==> src/rtl/led_scan_driver.sv <==
// HUB75 1/SCAN_ROWS-scan driver: fetches pixel pairs, shifts them out, latches, and shows each row.
// Define LED_SCAN_BRIGHT_EN to add a 3-bit bright input that trims the oe_n-low window inside SHOW.
module led_scan_driver #(
  parameter  int WIDTH     = 64,
  parameter  int SCAN_ROWS = 32,
  parameter  int ON_CYCLES = 64,
  localparam int XW        = $clog2(WIDTH),
  localparam int RW        = $clog2(SCAN_ROWS)
) (
  input  logic          clk,
  input  logic          rst_n,
  input  logic          en,
`ifdef LED_SCAN_BRIGHT_EN
  input  logic [2:0]    bright,
`endif
  output logic [XW-1:0] rd_x,
  output logic [RW-1:0] rd_row,
  input  logic          rd_top,
  input  logic          rd_bot,
  output logic          r1,
  output logic          r2,
  output logic          panel_clk,
  output logic          lat,
  output logic          oe_n,
  output logic [RW-1:0] addr,
  output logic          frame_done
);

  localparam int CNT_MAX = (2 * WIDTH > ON_CYCLES) ? 2 * WIDTH : ON_CYCLES;
  localparam int CW      = $clog2(CNT_MAX);

  typedef enum logic [2:0] {IDLE, FETCH, SHIFT, BLANK, LATCH, SHOW} state_t;

  state_t        state_q, state_d;
  logic [CW-1:0] cnt_q, cnt_d;
  logic [RW-1:0] row_q, row_d, next_row;
  logic [RW-1:0] rd_row_q, rd_row_d, addr_q, addr_d;
  logic [XW-1:0] rd_x_q, rd_x_d;
  logic          r1_q, r1_d, r2_q, r2_d;
  logic          pclk_q, pclk_d, lat_q, lat_d, oe_n_q, oe_n_d, fd_q, fd_d;
  logic          last_shift, last_show, load;
`ifdef LED_SCAN_BRIGHT_EN
  logic [CW:0]   lim_q, lim_d;
`endif

  assign last_shift = (cnt_q == CW'(2 * WIDTH - 1));
  assign last_show  = (cnt_q == CW'(ON_CYCLES - 1));
  assign next_row   = (row_q == RW'(SCAN_ROWS - 1)) ? '0 : row_q + 1'b1;
  // Pixel j is captured on entry to low phase 2j; FETCH supplies pixel 0.
  assign load = (state_q == FETCH) || (state_q == SHIFT && !last_shift && cnt_q[0]);

  always_comb begin
    state_d  = state_q;
    cnt_d    = cnt_q;
    row_d    = row_q;
    rd_row_d = rd_row_q;
    rd_x_d   = rd_x_q;
    addr_d   = addr_q;
    r1_d     = r1_q;
    r2_d     = r2_q;
    fd_d     = 1'b0;
    case (state_q)
      IDLE:  if (en) state_d = FETCH;
      FETCH: begin state_d = SHIFT; cnt_d = '0; end
      SHIFT: begin
        if (last_shift) begin
          state_d = BLANK;
          addr_d  = row_q;
          rd_x_d  = '0;
        end else begin
          cnt_d = cnt_q + 1'b1;
        end
      end
      BLANK: state_d = LATCH;
      LATCH: begin state_d = SHOW; cnt_d = '0; end
      SHOW: begin
        if (last_show) begin
          state_d = en ? FETCH : IDLE;
          row_d   = next_row;
          fd_d    = (row_q == RW'(SCAN_ROWS - 1));
        end else begin
          cnt_d = cnt_q + 1'b1;
        end
      end
      default: state_d = IDLE;
    endcase
    if (load) begin
      r1_d = rd_top;
      r2_d = rd_bot;
      if (rd_x_q != XW'(WIDTH - 1)) rd_x_d = rd_x_q + 1'b1;
    end
    // Present the next line's address during the last SHOW cycle so its
    // first pixel is already valid in FETCH.
    if (state_d == SHOW && cnt_d == CW'(ON_CYCLES - 1)) rd_row_d = next_row;
  end

`ifdef LED_SCAN_BRIGHT_EN
  always_comb begin
    lim_d = lim_q;
    if (state_q == LATCH) lim_d = (CW+1)'(((int'(bright) + 1) * ON_CYCLES) / 8);
  end
`endif

  always_comb begin
    pclk_d = (state_d == SHIFT) && cnt_d[0];
    lat_d  = (state_d == LATCH);
`ifdef LED_SCAN_BRIGHT_EN
    oe_n_d = !((state_d == SHOW) && ({1'b0, cnt_d} < lim_d));
`else
    oe_n_d = (state_d != SHOW);
`endif
  end

  always_ff @(posedge clk or negedge rst_n) begin
    if (!rst_n) begin
      state_q  <= IDLE;
      cnt_q    <= '0;
      row_q    <= '0;
      rd_row_q <= '0;
      rd_x_q   <= '0;
      addr_q   <= '0;
      r1_q     <= 1'b0;
      r2_q     <= 1'b0;
      pclk_q   <= 1'b0;
      lat_q    <= 1'b0;
      oe_n_q   <= 1'b1;
      fd_q     <= 1'b0;
`ifdef LED_SCAN_BRIGHT_EN
      lim_q    <= '0;
`endif
    end else begin
      state_q  <= state_d;
      cnt_q    <= cnt_d;
      row_q    <= row_d;
      rd_row_q <= rd_row_d;
      rd_x_q   <= rd_x_d;
      addr_q   <= addr_d;
      r1_q     <= r1_d;
      r2_q     <= r2_d;
      pclk_q   <= pclk_d;
      lat_q    <= lat_d;
      oe_n_q   <= oe_n_d;
      fd_q     <= fd_d;
`ifdef LED_SCAN_BRIGHT_EN
      lim_q    <= lim_d;
`endif
    end
  end

  assign rd_x       = rd_x_q;
  assign rd_row     = rd_row_q;
  assign r1         = r1_q;
  assign r2         = r2_q;
  assign panel_clk  = pclk_q;
  assign lat        = lat_q;
  assign oe_n       = oe_n_q;
  assign addr       = addr_q;
  assign frame_done = fd_q;

endmodule

==> config.mk <==
export PLATFORM = sky130hd
export DESIGN_NAME = led_scan_driver
export DESIGN_NICKNAME = d
export VERILOG_FILES = /design/src/rtl/led_scan_driver.sv
export SDC_FILE = /design/constraint.sdc
export NUM_CORES = 1
export LEC_CHECK = 0
export BUFFER_PORTS_ARGS = -buffer_cell sky130_fd_sc_hd__buf_4
export CORE_ASPECT_RATIO = 0.8
export CORE_MARGIN = 2
export CORE_UTILIZATION = 45
export DETAILED_ROUTE_END_ITERATION = 10
export PLACE_DENSITY_LB_ADDON = 0.08
export SLEW_MARGIN = 20
export SYNTH_ARGS = -nofsm -noshare
export SYNTH_HDL_FRONTEND = slang
export SYNTH_SLANG_ARGS = --single-unit
==> constraint.sdc <==
create_clock -name clk -period 2.9 [get_ports clk]
set_input_delay 0 -clock clk [delete_from_list [all_inputs] [get_ports clk]]
set_output_delay 0 -clock clk [all_outputs]
set_load 0.02 [all_outputs]
-- Word-level counts from Yosys, hierarchy flattened
Cells that the tools add are included.
- register bits after elaboration: 37
- bits in latches: 0
- RAM bits: 0
- ROM bits: 0
- input port bits: 5
- output and inout bits: 22
- logic and storage cells: 54
- memories: 0
- add/sub/neg operators: 3
- multiply operators: 0
- divide/modulo/power cells: 0
- magnitude comparators: 0
- eq/ne operators: 14
- shift operators: 0
- mux-type cells: 15
- bitwise gates (word level): 0
- reduce and logical (&&, ||, !) cells: 10
- operators with widths (operator ; count):
    2-to-1 mux 6 bit ; 4
    one-hot mux 7 bit (3 select lines) ; 1
    one-hot mux 3 bit (6 select lines) ; 1
    equality test 7 x 6 -> 1 bit (second input constant) ; 2
    2-to-1 mux 7 bit ; 2
    equality test 3 bit (second input constant) ; 4
    equality test 3 x 2 -> 1 bit (second input constant) ; 3
    2-to-1 mux 3 bit ; 3
    adder 7 x 1 -> 7 bit (second input constant) ; 1
    equality test 7 bit (second input constant) ; 1
    adder 6 x 1 -> 6 bit (second input constant) ; 1
    inequality test 6 bit (second input constant) ; 1
    adder 5 x 1 -> 5 bit (second input constant) ; 1
    equality test 5 bit (second input constant) ; 1
    2-to-1 mux 5 bit ; 1
    logical AND 1 bit ; 4
    AND reduction 2 bit ; 2
    equality test 3 x 1 -> 1 bit (second input constant) ; 1
    logical NOT 3 bit ; 1
    2-to-1 mux 1 bit ; 3
    inequality test 3 bit (second input constant) ; 1
    OR reduction 2 bit ; 1
    logical NOT 1 bit ; 1
    logical OR 1 bit ; 1

-- Depth between registers and ports, before layout
- depth after elaboration: 6
- gate-level depth with buffers: 8
- gate-level depth less buffers: 7

-- Worst setup path after synthesis
No wires, ideal clock.
- kind: flip-flop to flip-flop
- from: register cnt_q[5]
- to: register rd_row_q[0], in the netlist rd_row[0]
- library setup time: 0.125 ns
- arrival: 2.017 ns
- data required time: 2.775 ns
- setup slack: 0.759 ns
- cell stages (with the launch flop): 9
- buffers on the path: 2
- period minus slack after synthesis: 2.141 ns
- path through: dfrtp_1 -> and3_1 -> buf_2 -> and3_1 -> clkbuf_1 -> a41oi_1 -> o22ai_1 -> o221ai_2 -> mux2_2
- cells in the longest elaborated chain, start to end: 5
- elaborated cells between the ends (all ways): 12
- classes of those cells: add/sub (1); eq/ne (4); mux (6); reduce/logical (1)
- ends and longest elaborated chain (element ; line ; text):
    from (decl) ; 35 ; logic [CW-1:0] cnt_q, cnt_d;
    from (signal assigned) ; 133 ; cnt_q <= cnt_d;
    adder 7 x 1 -> 7 bit, or another cell as far along ; 71, 82 ;
    2-to-1 mux 7 bit, or another cell as far along ; 77 ; if (last_show) begin
    one-hot mux 7 bit (3 select lines) or one-hot mux 3 bit (6 select lines) (tied branches) ; 62 ; case (state_q)
    equality test 7 x 6 -> 1 bit or equality test 3 bit (tied branches) ; 94 ; if (state_d == SHOW && cnt_d == CW'(ON_CYCLES - 1)) rd_row_d = next_row;
    logical AND 1 bit * ; 94 ;
    to (signal assigned) ; 135 ; rd_row_q <= rd_row_d;
    to (decl) ; 37 ; logic [RW-1:0] rd_row_q, rd_row_d, addr_q, addr_d;
Mark *: on every way between the ends. The rest lies on a longest branch, timed or not.
A chain may end at the register's enable or synchronous reset.

-- Final worst setup path
- from: register state_q[1]
- to: register rd_row_q[1], in the netlist rd_row[1]
- cells in the longest elaborated chain, start to end: 5
- elaborated cells between the ends (all ways): 15
- classes of those cells: eq/ne (7); mux (5); reduce/logical (3)
- ends and longest elaborated chain (element ; line ; text):
    from (decl) ; 34 ; state_t state_q, state_d;
    from (signal assigned) ; 132 ; state_q <= state_d;
    equality test 3 x 1 -> 1 bit or equality test 3 bit (tied branches) ; 62 ;
    OR reduction 2 bit (no line) ; n/a ;
    one-hot mux 7 bit (3 select lines) ; 62 ;
    equality test 7 x 6 -> 1 bit ; 94 ;
    logical AND 1 bit * ; 94 ;
Marked as above.

==> impl_metrics.csv <==
group,metric,value,unit
layout,n_fill_cell,372,
placement,gp_congestion,0.8779,
synth,syn_nets,216,
detailed_routing,routed-wl-met2,1.876,mm
clock_network,cts_buffers,5,
global_route,grt_max_degree,38,
run_status,outcome,"completed",
synth,synth.largest_area_cell,"dfrtp_1",
timing,finalCriticalPeriod,2.440,ns
critical_path,endpoint_kind,"flip-flop",
synth,muxShareOfSynthArea,7.278,%
critical_path,worstPathRequired,3.07,ns
clock_network,h-tree-depth,2,
clock_network,clkLatencyLatePin,0.29,ns
timing,tns,0,ns
synth,ys_warn_count,0,
timing,final.period_utilization,84.15,%
detailed_routing,first_iter_violations,57,
floorplanning,die_h,63.28,um
synth,yosysUniqueCellTypes,44,
clock_network,cts_setup_buffers,0,
synth,synth_ff_type,"dfrtp_1",
clock_network,cts_buffer_depth,2,
detailed_routing,via_per_inst,5.300,
layout,antennaDiodeCount,0,
timing,worst_pin_slew,0.4654,ns
synth,synthTopCellsByArea,"dfrtp_1 (46%), mux2_2 (6.3%), nand2_1 (5.5%)",
synth,synth_top_area_share,45.57,%
clock_network,cts_resized,0,
synth,synth.most_common_cell,"dfrtp_1",
global_route,grt_pass1_wl,7.127,mm
layout,final_core_util,56.61,%
synth,synth_cells,207,
detailed_routing,post_drt_wl_per_cell,14.15,um
detailed_routing,drt_wl_total,4.145,mm
timing,maxSlewHeadroom,68.98,%
layout,drive_gt1_share,23.73,%
synth,ys_ff_latch,37,
synth,syn_area_per_cell,9.550,sq um
floorplanning,placementRows,21,
detailed_routing,wl_met1,2.101,mm
placement,port_buffers,26,
layout,finalNetCount,244,
global_route,grt_use_total,18.38,%
synth,synth-compound-area-share,15.32,%
detailed_routing,first_pass_iters,4,
timing,finalMaxSlewViolations,0,
floorplanning,start_util,47.02,%
synth,synth.cell_area,0.001977,sq mm
timing,finalSetupViolations,0,
floorplanning,io_pins,27,
placement,pre_cts_ws,0.4859,ns
clock_network,clk_pin_slew,0.07,ns
timing,final_hold_viol_count,0,
critical_path,critPathMaxFanout,17,
synth,synth_top_family_by_area,"simple AND/OR/NAND/NOR gates",
worst_hold_path,hold_class,"in2reg",
global_route,first_global_vias,1482,
detailed_routing,routed-wl-met3,148,um
critical_path,crit_arrival,2.61,ns
timing,finalClockSkew,0.005576,ns
critical_path,startpoint_type,"flip-flop",
synth,synth_edf_count,0,
synth,async_reset_ff_share,100.0,%
clock_network,ctsHoldBuffers,3,
clock_network,cts_tree,"yes",
timing,rsz0062_at_grt,"false",
flow_run,maxCapViolCount,0,
clock_network,clock_sinks,37,
detailed_routing,drc,0,
floorplanning,coreArea,0.004204,sq mm
global_route,overflow,0,
detailed_routing,ant_nets,0,
clock_network,cts-root-buf,"clkbuf_8",
synth,synth_simple_gate_area_share,22.28,%
global_route,antenna_found_initial,0,
power,max-vdd-ir-drop,0.2957,mV
timing,setup_ws,0.4595,ns
placement,place_hpwl,2.897,mm
synth,synth_xor_area_share,2.215,%
detailed_routing,dr.max_layer_used,"met4",
detailed_routing,vias,1553,
layout,synthToLayoutAreaGrowth,20.38,%
floorplanning,die-area,0.004942,sq mm
critical_path,worst-setup-path-type,"reg2reg",
synth,yosysSeqAreaShare,46.90,%
synth,yosys.area_share.adder,2.532,%
power,power.density,852.3,mW/mm^2
timing,fmax,0.4098,GHz
power,p_leak,0.001153,uW
floorplanning,die_w,78.11,um
synth,synth_common_cells,"dfrtp_1 (36), nand2_1 (29), nor2_1 (17)",
==> layout by cell type (no fill, tap or decap), drive strengths merged, types with 2 or more instances in the layout <==
master	n
dlygate4sd3	3
nand3b	2
nor2b	3
nor2	17
o21bai	2
a21oi	8
and3	8
clkbuf	5
inv	7
nor4	2
bufinv	2
nand3	5
nor3	3
a21o	2
o32ai	2
dfrtp	36
a211o	2
buf	28
and2	2
ha	4
a211oi	2
nand2	29
o21ai	12
nand2b	9
mux2i	2
xor2	2
mux2	11
o22ai	5
xnor2	3
or2	3
==> flip-flops by register name, indices dropped and copies added, names as in the netlist <==
signal and count:
addr 5, lat 1, r1 1, rd_x 6, oe_n 1, row_q 5
panel_clk 1, rd_row 5, state_q 3, cnt_q 7, frame_done 1, r2 1
==> routing by layer <==
metal  global-route usage (%)  vias to the layer above
met1                    26.77                      746
met3                    6.160                        2
met5                        0                        -
li1                         -                      779
met4                    5.263                        0
met2                    25.97                       26
==> through the flow <==
step                      cells  hold slack (ns)  area, sq um  power, uW
after CTS                   293           0.1077         2380       2050
final                       293           0.1229         2380       2028
after floorplan             207          -0.2956         1977       1295
after global routing        293           0.1623         2380       2179
after detailed placement    282        -0.005196         2216       1500
after global placement      282         -0.01358         2216       1484
==> report_power, final <==
group	total [uW]	switching [uW]	internal (uW)
logic	731	403	328
clock network	525	184	342
registers	772	147	625
==> kinds of logic (layout without fill, tap and decap cells) <==
| logic type | count (synthesis) | after routing |
|---|---|---|
| mux | 13 | 13 |
| buf+inv | 17 | 46 |
| flops | 37 | 37 |
| compound gates | 44 | 44 |
| xor+xnor | 5 | 5 |
| fa+ha+maj | 4 | 4 |
| simple gates | 87 | 87 |
==> area by class of cell <==
cell class / instances / area (sq um) / share of cell area (%)
sequential: 37 / 927.1 / 38.96
clock inverter: 3 / 65.06 / 2.734
multi-input combinational: 153 / 980.9 / 41.22
clock buffer: 5 / 68.82 / 2.892
tap: 57 / 71.32 / 2.997
timing repair buffer: 31 / 240.2 / 10.09
inverter: 7 / 26.28 / 1.104
==> worst paths after layout <==
kind	from	cells past startpoint	endpoint	slack, ns
max	state_q[1]	6	rd_row[1]	0.46
min	en	4	state_q[0]	0.12
max reg2reg	state_q[1]	6	rd_row[1]	0.46
min reg2reg	addr[1]	2	addr[1]	0.48
max in group asynchronous	rst_n	2	oe_n	2.34
min in group asynchronous	rst_n	2	rd_x[2]	0.21
==> critical path, stage by stage (launching register included) <==
cell,delay (ns)
dfrtp_1,0.62
or3b_1,0.51
a21oi_2,0.18
o21ba_2,0.22
nor4_4,0.29
o221ai_2,0.20
mux2_2,0.31
(Power assumes the default switching activity.)
